## config.mk

```make
export PLATFORM = sky130hd
export DESIGN_NAME = am_pattern
export DESIGN_NICKNAME = d
export VERILOG_FILES = /design/src/rtl/am_pattern_pkg.sv /design/src/rtl/am_load_ext.sv /design/src/rtl/am_pattern.sv
export SDC_FILE = /design/constraint.sdc
export NUM_CORES = 1
export LEC_CHECK = 0
export ABC_CLOCK_PERIOD_IN_PS = 2870
export BUFFER_PORTS_ARGS = -buffer_cell sky130_fd_sc_hd__buf_2
export CORE_MARGIN = 1
export CORE_UTILIZATION = 47
export DETAILED_ROUTE_END_ITERATION = 12
export GPL_TIMING_DRIVEN = 0
export PLACE_DENSITY_LB_ADDON = 0.05
export SLEW_MARGIN = 0
export SYNTH_ARGS = -nofsm -noshare
export SYNTH_HDL_FRONTEND = slang
export SYNTH_HIERARCHICAL = 1
export SYNTH_SLANG_ARGS = --single-unit
```

## constraint.sdc

```tcl
create_clock -name clk -period 2.87 [get_ports clk]
set_input_delay 0.1435 -clock clk [delete_from_list [all_inputs] [get_ports clk]]
set_output_delay 0.1435 -clock clk [all_outputs]
set_load 0.05 [all_outputs]
```

## src/rtl/am_pattern_pkg.sv

```systemverilog
// Shared definitions for the data-memory byte-lane access path:
// datapath width and the access-width encoding used by decoder, dmem and controller.
package am_pattern_pkg;

   localparam int XLEN = 32;

   typedef enum logic [1:0] {
      WHB_WORD = 2'b00,
      WHB_HALF = 2'b01,
      WHB_BYTE = 2'b10,
      WHB_RSVD = 2'b11
   } whb_e;

endpackage : am_pattern_pkg

```

## src/rtl/am_load_ext.sv

```systemverilog
// Combinational load extractor: picks the addressed byte/half out of the raw
// dmem word and zero- or sign-extends it to XLEN.
module am_load_ext
   import am_pattern_pkg::*;
(
   input  logic [1:0]      a,
   input  logic [1:0]      whbM,
   input  logic            lunsigned,
   input  logic            misaligned,
   input  logic [XLEN-1:0] rd_word,
   output logic [XLEN-1:0] rd_ext
);

   logic [7:0]  byte_s;
   logic [15:0] half_s;

   // Lane selection for byte and halfword loads
   always_comb begin
      byte_s = 8'h00;
      half_s = 16'h0000;
      case (a)
         2'b00:   byte_s = rd_word[7:0];
         2'b01:   byte_s = rd_word[15:8];
         2'b10:   byte_s = rd_word[23:16];
         2'b11:   byte_s = rd_word[31:24];
         default: byte_s = 8'h00;
      endcase
      if (a[1]) begin
         half_s = rd_word[31:16];
      end else begin
         half_s = rd_word[15:0];
      end
   end

   // Width-dependent extension; misaligned and reserved accesses read as zero
   always_comb begin
      rd_ext = {XLEN{1'b0}};
      if (misaligned) begin
         rd_ext = {XLEN{1'b0}};
      end else begin
         case (whb_e'(whbM))
            WHB_WORD: rd_ext = rd_word;
            WHB_HALF: begin
               if (lunsigned) begin
                  rd_ext = {16'h0000, half_s};
               end else begin
                  rd_ext = {{16{half_s[15]}}, half_s};
               end
            end
            WHB_BYTE: begin
               if (lunsigned) begin
                  rd_ext = {24'h000000, byte_s};
               end else begin
                  rd_ext = {{24{byte_s[7]}}, byte_s};
               end
            end
            default:  rd_ext = {XLEN{1'b0}};
         endcase
      end
   end

endmodule : am_load_ext

```

## src/rtl/am_pattern.sv

```systemverilog
// Byte-lane access-pattern unit: byte-write mask decode, store lane steering,
// load extraction, and misaligned-access flag/counter.
module am_pattern
   import am_pattern_pkg::*;
(
   input  logic            clk,
   input  logic            reset,
   input  logic [1:0]      a,
   input  logic [1:0]      whbM,
   input  logic            lunsigned,
   input  logic            access_valid,
   input  logic [XLEN-1:0] wd,
   input  logic [XLEN-1:0] rd_word,
   output logic [3:0]      amp,
   output logic [XLEN-1:0] wd_lanes,
   output logic [XLEN-1:0] rd_ext,
   output logic            misaligned,
   output logic            misalign_sticky,
   output logic [7:0]      misalign_count
);

   logic [3:0]      amp_s;
   logic [XLEN-1:0] wd_lanes_s;
   logic            misaligned_s;
   logic            sticky_r;
   logic [7:0]      count_r;

   // Mask decode, misalignment detect and store steering
   always_comb begin
      amp_s        = 4'b0000;
      misaligned_s = 1'b0;
      wd_lanes_s   = wd;
      case (whb_e'(whbM))
         WHB_WORD: begin
            if (a == 2'b00) begin
               amp_s = 4'b1111;
            end else begin
               misaligned_s = 1'b1;
            end
         end
         WHB_HALF: begin
            wd_lanes_s = {2{wd[15:0]}};
            if (a == 2'b00) begin
               amp_s = 4'b0011;
            end else if (a == 2'b10) begin
               amp_s = 4'b1100;
            end else begin
               misaligned_s = 1'b1;
            end
         end
         WHB_BYTE: begin
            wd_lanes_s = {4{wd[7:0]}};
            amp_s      = 4'b0001 << a;
         end
         default: begin
            amp_s        = 4'b0000;
            misaligned_s = 1'b0;
            wd_lanes_s   = wd;
         end
      endcase
   end

   am_load_ext u_load_ext (
      .a          (a),
      .whbM       (whbM),
      .lunsigned  (lunsigned),
      .misaligned (misaligned_s),
      .rd_word    (rd_word),
      .rd_ext     (rd_ext)
   );

   // Misalignment bookkeeping; only reset clears it, count saturates at 255
   always_ff @(posedge clk or posedge reset) begin
      if (reset) begin
         sticky_r <= 1'b0;
         count_r  <= 8'd0;
      end else if (access_valid && misaligned_s) begin
         sticky_r <= 1'b1;
         if (count_r != 8'hFF) begin
            count_r <= count_r + 8'd1;
         end else begin
            count_r <= count_r;
         end
      end else begin
         sticky_r <= sticky_r;
         count_r  <= count_r;
      end
   end

   assign amp             = amp_s;
   assign wd_lanes        = wd_lanes_s;
   assign misaligned      = misaligned_s;
   assign misalign_sticky = sticky_r;
   assign misalign_count  = count_r;

endmodule : am_pattern

```

==> out/metrics.cfg, run 1 <==
[status]
outcome = completed

[sta]
hold_slack_ps = 223
hold_viol = 0
skew_ps = 4.74
rsz0062_at_grt = false
tns_ps = 0
setup_violations = 0
timing.fmax_ghz = 0.448
drv_slew = 0
min_period_ps = 2230
slew_headroom = 0.568
worstMarginPinSlew_ps = 646
post-route-period-util = 0.777

[clocking]
cts_root_buffer = clkbuf_8
insertion_delay_ps = 230
cts_inserted_buffers = 3
tritoncts = built
cts.clk_slew.worst_paths_ps = 40
htreeDepth = 1
cts_resized = 0
ctsHoldBuffers = 1
post_cts_buffers = 0
clockBufferDepth = 2
cts.sinks = 9

[yosys]
ys_seq_elements = 9
synthArstFlopShare = 1.00
synth.most_common_cell = a21oi_1
synth_top_cell_area_share = 0.132
synth_common_cells = a21oi_1 (60), clkbuf_1 (18), mux2i_1 (17), nor2_1 (17), nor3b_1 (16)
synth_area_mm2 = 0.00227
syn_area_per_cell_um2 = 7.00
syn_inst = 324
synth-edff-count = 0
synthFlopType = dfrtp_1
syn_nets = 401
synth_area_leaders = a21oi_1 (13%), dfrtp_1 (9.9%), mux2i_1 (7.5%)
synthDistinctLibCells = 50
yosysTopAreaCell = a21oi_1
ys.warnings.count = 6
yosysSeqAreaShare = 0.0993

[global_route]
grt_max_degree = 13
grt_pass1_wl_mm = 12.0
antenna_found_initial = 0
grt_overflow = 0
grt_pass1_vias = 2479
grt_usage = 0.290

[final_layout]
syn2layout_area_growth_pct = 38.2
nets = 556
antenna_cells = 0
final_core_util = 0.696
drive_above_1_share = 0.402

[job]
maxCapViolCount = 0

[pwr]
pwr-share-clk = 0.103
p_leak_uw = 0.00164
ir_drop_v = 0.000591
swShare = 0.603
p_sw_uw = 850
cellInternalPower_uw = 559
powerDensity_mw_per_mm2 = 450
combPwrFrac = 0.731
total_power_uw = 1410
seqPwrFrac = 0.166

[route]
vias_per_cell = 5.69
drt_iter0_markers = 174
drc = 0
ant_nets = 0
vias = 3017
dr.pass1.iters = 5
routedWlPerCell_um = 14.8
drt_wl_total_mm = 7.83

[min_path]
holdPathStages = 3
hold_start = access_valid
hold_end = misalign_count[2]
hold_class = in2reg

[die]
chipHeight_um = 71.5
die_w_um = 71.5
row_count = 24
core_area_mm2 = 0.00450
io_pins = 150
dieArea_mm2 = 0.00511
initial_core_util = 0.503

[place]
post-dp-hpwl_mm = 6.18
portBuffers = 149
gp_congestion = 0.922

[critical_path]
r2r_start = misalign_count[4]
worstReg2RegEnd = misalign_count[1]
cp-end-kind = primary output
worstPathRequired_ps = 2730
cp_max_fo = 10
reg2regPathDepth = 4
crit_type = in2out
worst_setup_path_start_kind = primary input
crit_arrival_ps = 2090
crit_start = whbM[1]
rrSetupSlack_ps = 1300

[metrics by stage]
step                      cell area (um2)  instances  setup WS, ps
after global routing                 3130        530           458
after global placement               3080        525           675
after CTS                            3130        530           662
after floorplan                      2270        324           372
after detailed placement             3080        525           667
final                                3130        530           640
[per-layer routing]
metal | global-route usage | wire (um) | vias up
li1 | - | - | 1499
met1 | 0.424 | 3600 | 1372
met2 | 0.474 | 3590 | 142
met3 | 0.0309 | 606 | 4
met4 | 0.0414 | 29 | 0
met5 | 0 | 0 | -
[critical path: stages]
cell      delay, ps
buf_2           150
inv_1            70
ha_1            240
a21oi_1         190
nor2_1          120
a21oi_2         200
clkbuf_1        400
o21ai_0         160
a21oi_1         140
buf_2           280
[power groups by stage]
stage,sequential [uW],clock (uW),combinational [uW]
finish,234,145,1030
detailed placement,235,0,1020
global placement,232,0,1010
floorplan,379,0,618
CTS,233,149,1030
global route,244,157,1090
[sequential cells by signal, indices dropped and copies added, names as in the netlist]
register	cells
misalign_count	8
misalign_sticky	1
[worst max path at each step]
stage / cells after the start / end / slack (ps)
global placement: 10 / rd_ext[28] / 680
finish: 10 / rd_ext[28] / 640
global route: 10 / rd_ext[28] / 460
CTS: 10 / rd_ext[28] / 660
floorplan: 4 / amp[2] / 370
detailed placement: 10 / rd_ext[28] / 670
[cell families after synthesis]
logic type	synth area share
AOI/OAI and AO/OA	0.401
and+or+nand+nor	0.226
buffers and inverters	0.122
muxes	0.105
adders and majority gates	0.0276
xor gates and xnor gates	0.0188
DFF	0.0993
[placed cells by master, fill, tap and decap left out, types with 2 or more instances in the layout]
cell type	instances
nor3_1	3
or3b_1	2
mux2_1	2
mux2_2	2
buf_4	11
a22oi_1	9
dfrtp_1	9
buf_6	2
o21a_1	7
xor2_1	3
nand3_1	11
nor2b_1	2
nor2_1	17
mux2i_1	17
buf_1	2
a22o_1	8
o22ai_1	15
a21oi_1	60
clkbuf_1	19
a21boi_0	9
inv_1	14
and3_1	9
clkbuf_8	3
a21bo_2	7
nand2_1	10
nor3b_1	16
o21bai_1	9
o21ai_0	15
buf_2	157
nand2b_1	2
ha_1	5
[cell type report]
type / count / area (um2)
multi-input cells: 259 / 1770
fillers: 427 / 1370
repair buffers: 150 / 756
flip-flops and latches: 9 / 225
plain buffers: 41 / 220
well taps: 52 / 65.1
inverters: 15 / 56.3
clock buffers: 4 / 45.0
Power figures use the tool's default switching activity.
==> run 2: changes to the inputs <==
Settings changed: ABC_CLOCK_PERIOD_IN_PS 2870 to 2200, CORE_UTILIZATION 47 to 43.
Clock period 2.87 ns to 2.2 ns, I/O delays scaled along.
==> run 2 against run 1 <==
Net effect:
- design area rose by 2.7%
- final cell count rose by 3.4%
- critical path depth did not move
- setup slack got worse by 440 ps
- clock-buffer cell count did not move
- first-iteration DRC count fell by 20%
- combinational power rose by 32%
- utilization fell by 6.6 points
- largest power group unchanged
==> out/metrics.cfg, run 2 (synthesis results as in run 1) <==
[route]
drt_iter0_markers = 139  ; -20%
routedWlPerCell_um = 14.6  ; -1.3%
ant_nets = 0  ; unchanged
vias = 3000  ; -0.56%
drc = 0  ; unchanged
dr.pass1.iters = 4  ; -1
vias_per_cell = 5.47  ; -3.8%
drt_wl_total_mm = 7.99  ; +2.1%

[pwr]
powerDensity_mw_per_mm2 = 576  ; +28%
ir_drop_v = 0.00100  ; +70%
seqPwrFrac = 0.165  ; about the same
pwr-share-clk = 0.101  ; -0.002
cellInternalPower_uw = 734  ; +31%
p_leak_uw = 0.00164  ; +0.42%
p_sw_uw = 1120  ; +32%
combPwrFrac = 0.734  ; +0.003
swShare = 0.604  ; +0.000782

[sta]
setup_violations = 0  ; unchanged
rsz0062_at_grt = false
skew_ps = 1.06  ; -3.67 ps
timing.fmax_ghz = 0.501
post-route-period-util = 0.908
drv_slew = 0  ; unchanged
tns_ps = 0  ; unchanged
min_period_ps = 2000
hold_viol = 0  ; unchanged
slew_headroom = 0.553  ; -0.0153
layout_setup_ws_ps = 202  ; -438 ps
worstMarginPinSlew_ps = 669  ; +22.9 ps

[clocking]
cts_inserted_buffers = 3  ; unchanged
clockBufferDepth = 2  ; unchanged
insertion_delay_ps = 230  ; about the same
tritoncts = built
cts_root_buffer = clkbuf_8
htreeDepth = 1  ; unchanged
cts.clk_slew.worst_paths_ps = 40  ; about the same
cts.sinks = 9  ; unchanged
post_cts_buffers = 0  ; unchanged

[die]
row_count = 26  ; +8.3%
die_w_um = 74.6  ; +4.4%
io_pins = 150  ; unchanged
dieArea_mm2 = 0.00557  ; +9.0%
chipHeight_um = 74.6  ; +4.4%
core_area_mm2 = 0.00511  ; +13%
initial_core_util = 0.444  ; -0.0594

[place]
place_inst = 543  ; +3.4%
post-dp-hpwl_mm = 6.39  ; +3.3%
place_ws_ps = 22.5  ; -645 ps
gp_congestion = 0.978  ; +6.0%
placed_cell_area_mm2 = 0.00316  ; +2.7%
portBuffers = 149  ; unchanged

[critical_path]
cp_slowest_cell = clkbuf_2
cp-end-kind = primary output
worst_path_largest_cell_delay_ps = 260  ; -140 ps
crit_type = in2out
cp_max_fo = 10  ; unchanged
crit_arrival_ps = 1890  ; -200 ps
crit_chain = buf_2 > inv_1 > ha_1 > a21oi_1 > nor2_1 > a21oi_2 > clkbuf_2 > o21ai_0 > a21oi_2 > buf_2
worst_setup_path_start_kind = primary input
critPathBufInv = 4  ; unchanged
crit_family = buffers and inverters
worstPathRequired_ps = 2090  ; -640 ps

[global_route]
grt_pass1_wl_mm = 12.3  ; +2.5%
met1_usage = 0.394  ; -0.0293
grt_max_degree = 13  ; unchanged
grt_usage = 0.278  ; -0.0125
grt_overflow = 0  ; unchanged
grt_pass1_vias = 2598  ; +4.8%
gr-usage-met3 = 0.0308  ; -0.000153
grtUsageMet2 = 0.454  ; -0.0196
busiest_layer = met2
antenna_found_initial = 0  ; unchanged

[final_layout]
fin_area_mm2 = 0.00322  ; +2.7%
final_common_cell = buf_2
final_cell_mix = buf_2 (157), a21oi_1 (47), nor2_1 (17), clkbuf_1 (17), mux2i_1 (17)
syn2layout_area_growth_pct = 42.0
antenna_cells = 0  ; unchanged
seq_area_um2 = 225  ; unchanged
stdcell_count = 548  ; +3.4%
largest_register_ffs = 8  ; unchanged
fill_cells = 498  ; +17%
drive_above_1_share = 0.437  ; +0.0356
multi_input_area_mm2 = 0.00183  ; +3.4%
nets = 556  ; unchanged

[job]
maxCapViolCount = 0  ; unchanged

[min_path]
hold_class = in2reg

[status]
outcome = completed

[run 2: power groups by stage]
stage                     clock network (uW)  registers [uW]  logic, uW
after floorplan                            0             495        822
after global placement                     0             302       1340
after detailed placement                   0             307       1360
after CTS                                193             306       1360
after global routing                     206             320       1460
final                                    187             306       1360
[run 2: layout make-up]
| type | count | share of cell area |
|---|---|---|
| flip-flops and latches | 9 | 0.0700 |
| well taps | 70 | 0.0272 |
| clock buffers | 4 | 0.0140 |
| multi-input cells | 259 | 0.567 |
| repair buffers | 150 | 0.235 |
| inverters | 15 | 0.0175 |
| plain buffers | 41 | 0.0692 |
[run 2: path summary, 6_finish.rpt]
| path | startpoint | endpoint | slack, ps | depth (start not counted) |
|---|---|---|---|---|
| setup / recovery | whbM[1] | rd_ext[29] | 200 | 10 |
| hold / removal | access_valid | misalign_count[2] | 200 | 3 |
| setup reg to reg | misalign_count[0] | misalign_count[1] | 600 | 5 |
| hold reg to reg | misalign_sticky | misalign_sticky | 460 | 1 |
| max in group asynchronous | reset | misalign_count[4] | 1560 | 3 |
| min in group asynchronous | reset | misalign_count[7] | 380 | 3 |
[run 2: per-layer routing]
layer	routed length, um	up-vias
met5	0	-
met4	85	0
met3	558	10
met2	3750	119
met1	3600	1375
li1	-	1496
[run 2: timing repair]
action                                 CTS  global route
hold buffers                             1             0
setup endpoints to repair                0            19
endpoints found under the hold margin    9             0
gates resized for setup                  0             4
[run 2: per-stage QoR]
| stage | hold WS [ps] | total power [uW] | utilization |
|---|---|---|---|
| 2_1_floorplan | -62.1 | 1320 | - |
| 3_3_place_gp | 83.7 | 1640 | 0.619 |
| 3_5_place_dp | 89.8 | 1670 | 0.619 |
| 4_1_cts | 197 | 1860 | 0.630 |
| 5_1_grt | 204 | 1990 | 0.630 |
| 6_report | 195 | 1850 | 0.630 |
[run 2: worst reg2reg max path: cells and delay by family (launching register included)]
| kind | cells | cell delay, ps |
|---|---|---|
| mux | 1 | 340 |
| flops | 1 | 420 |
| simple gates | 3 | 460 |
| fa+ha+maj | 1 | 260 |
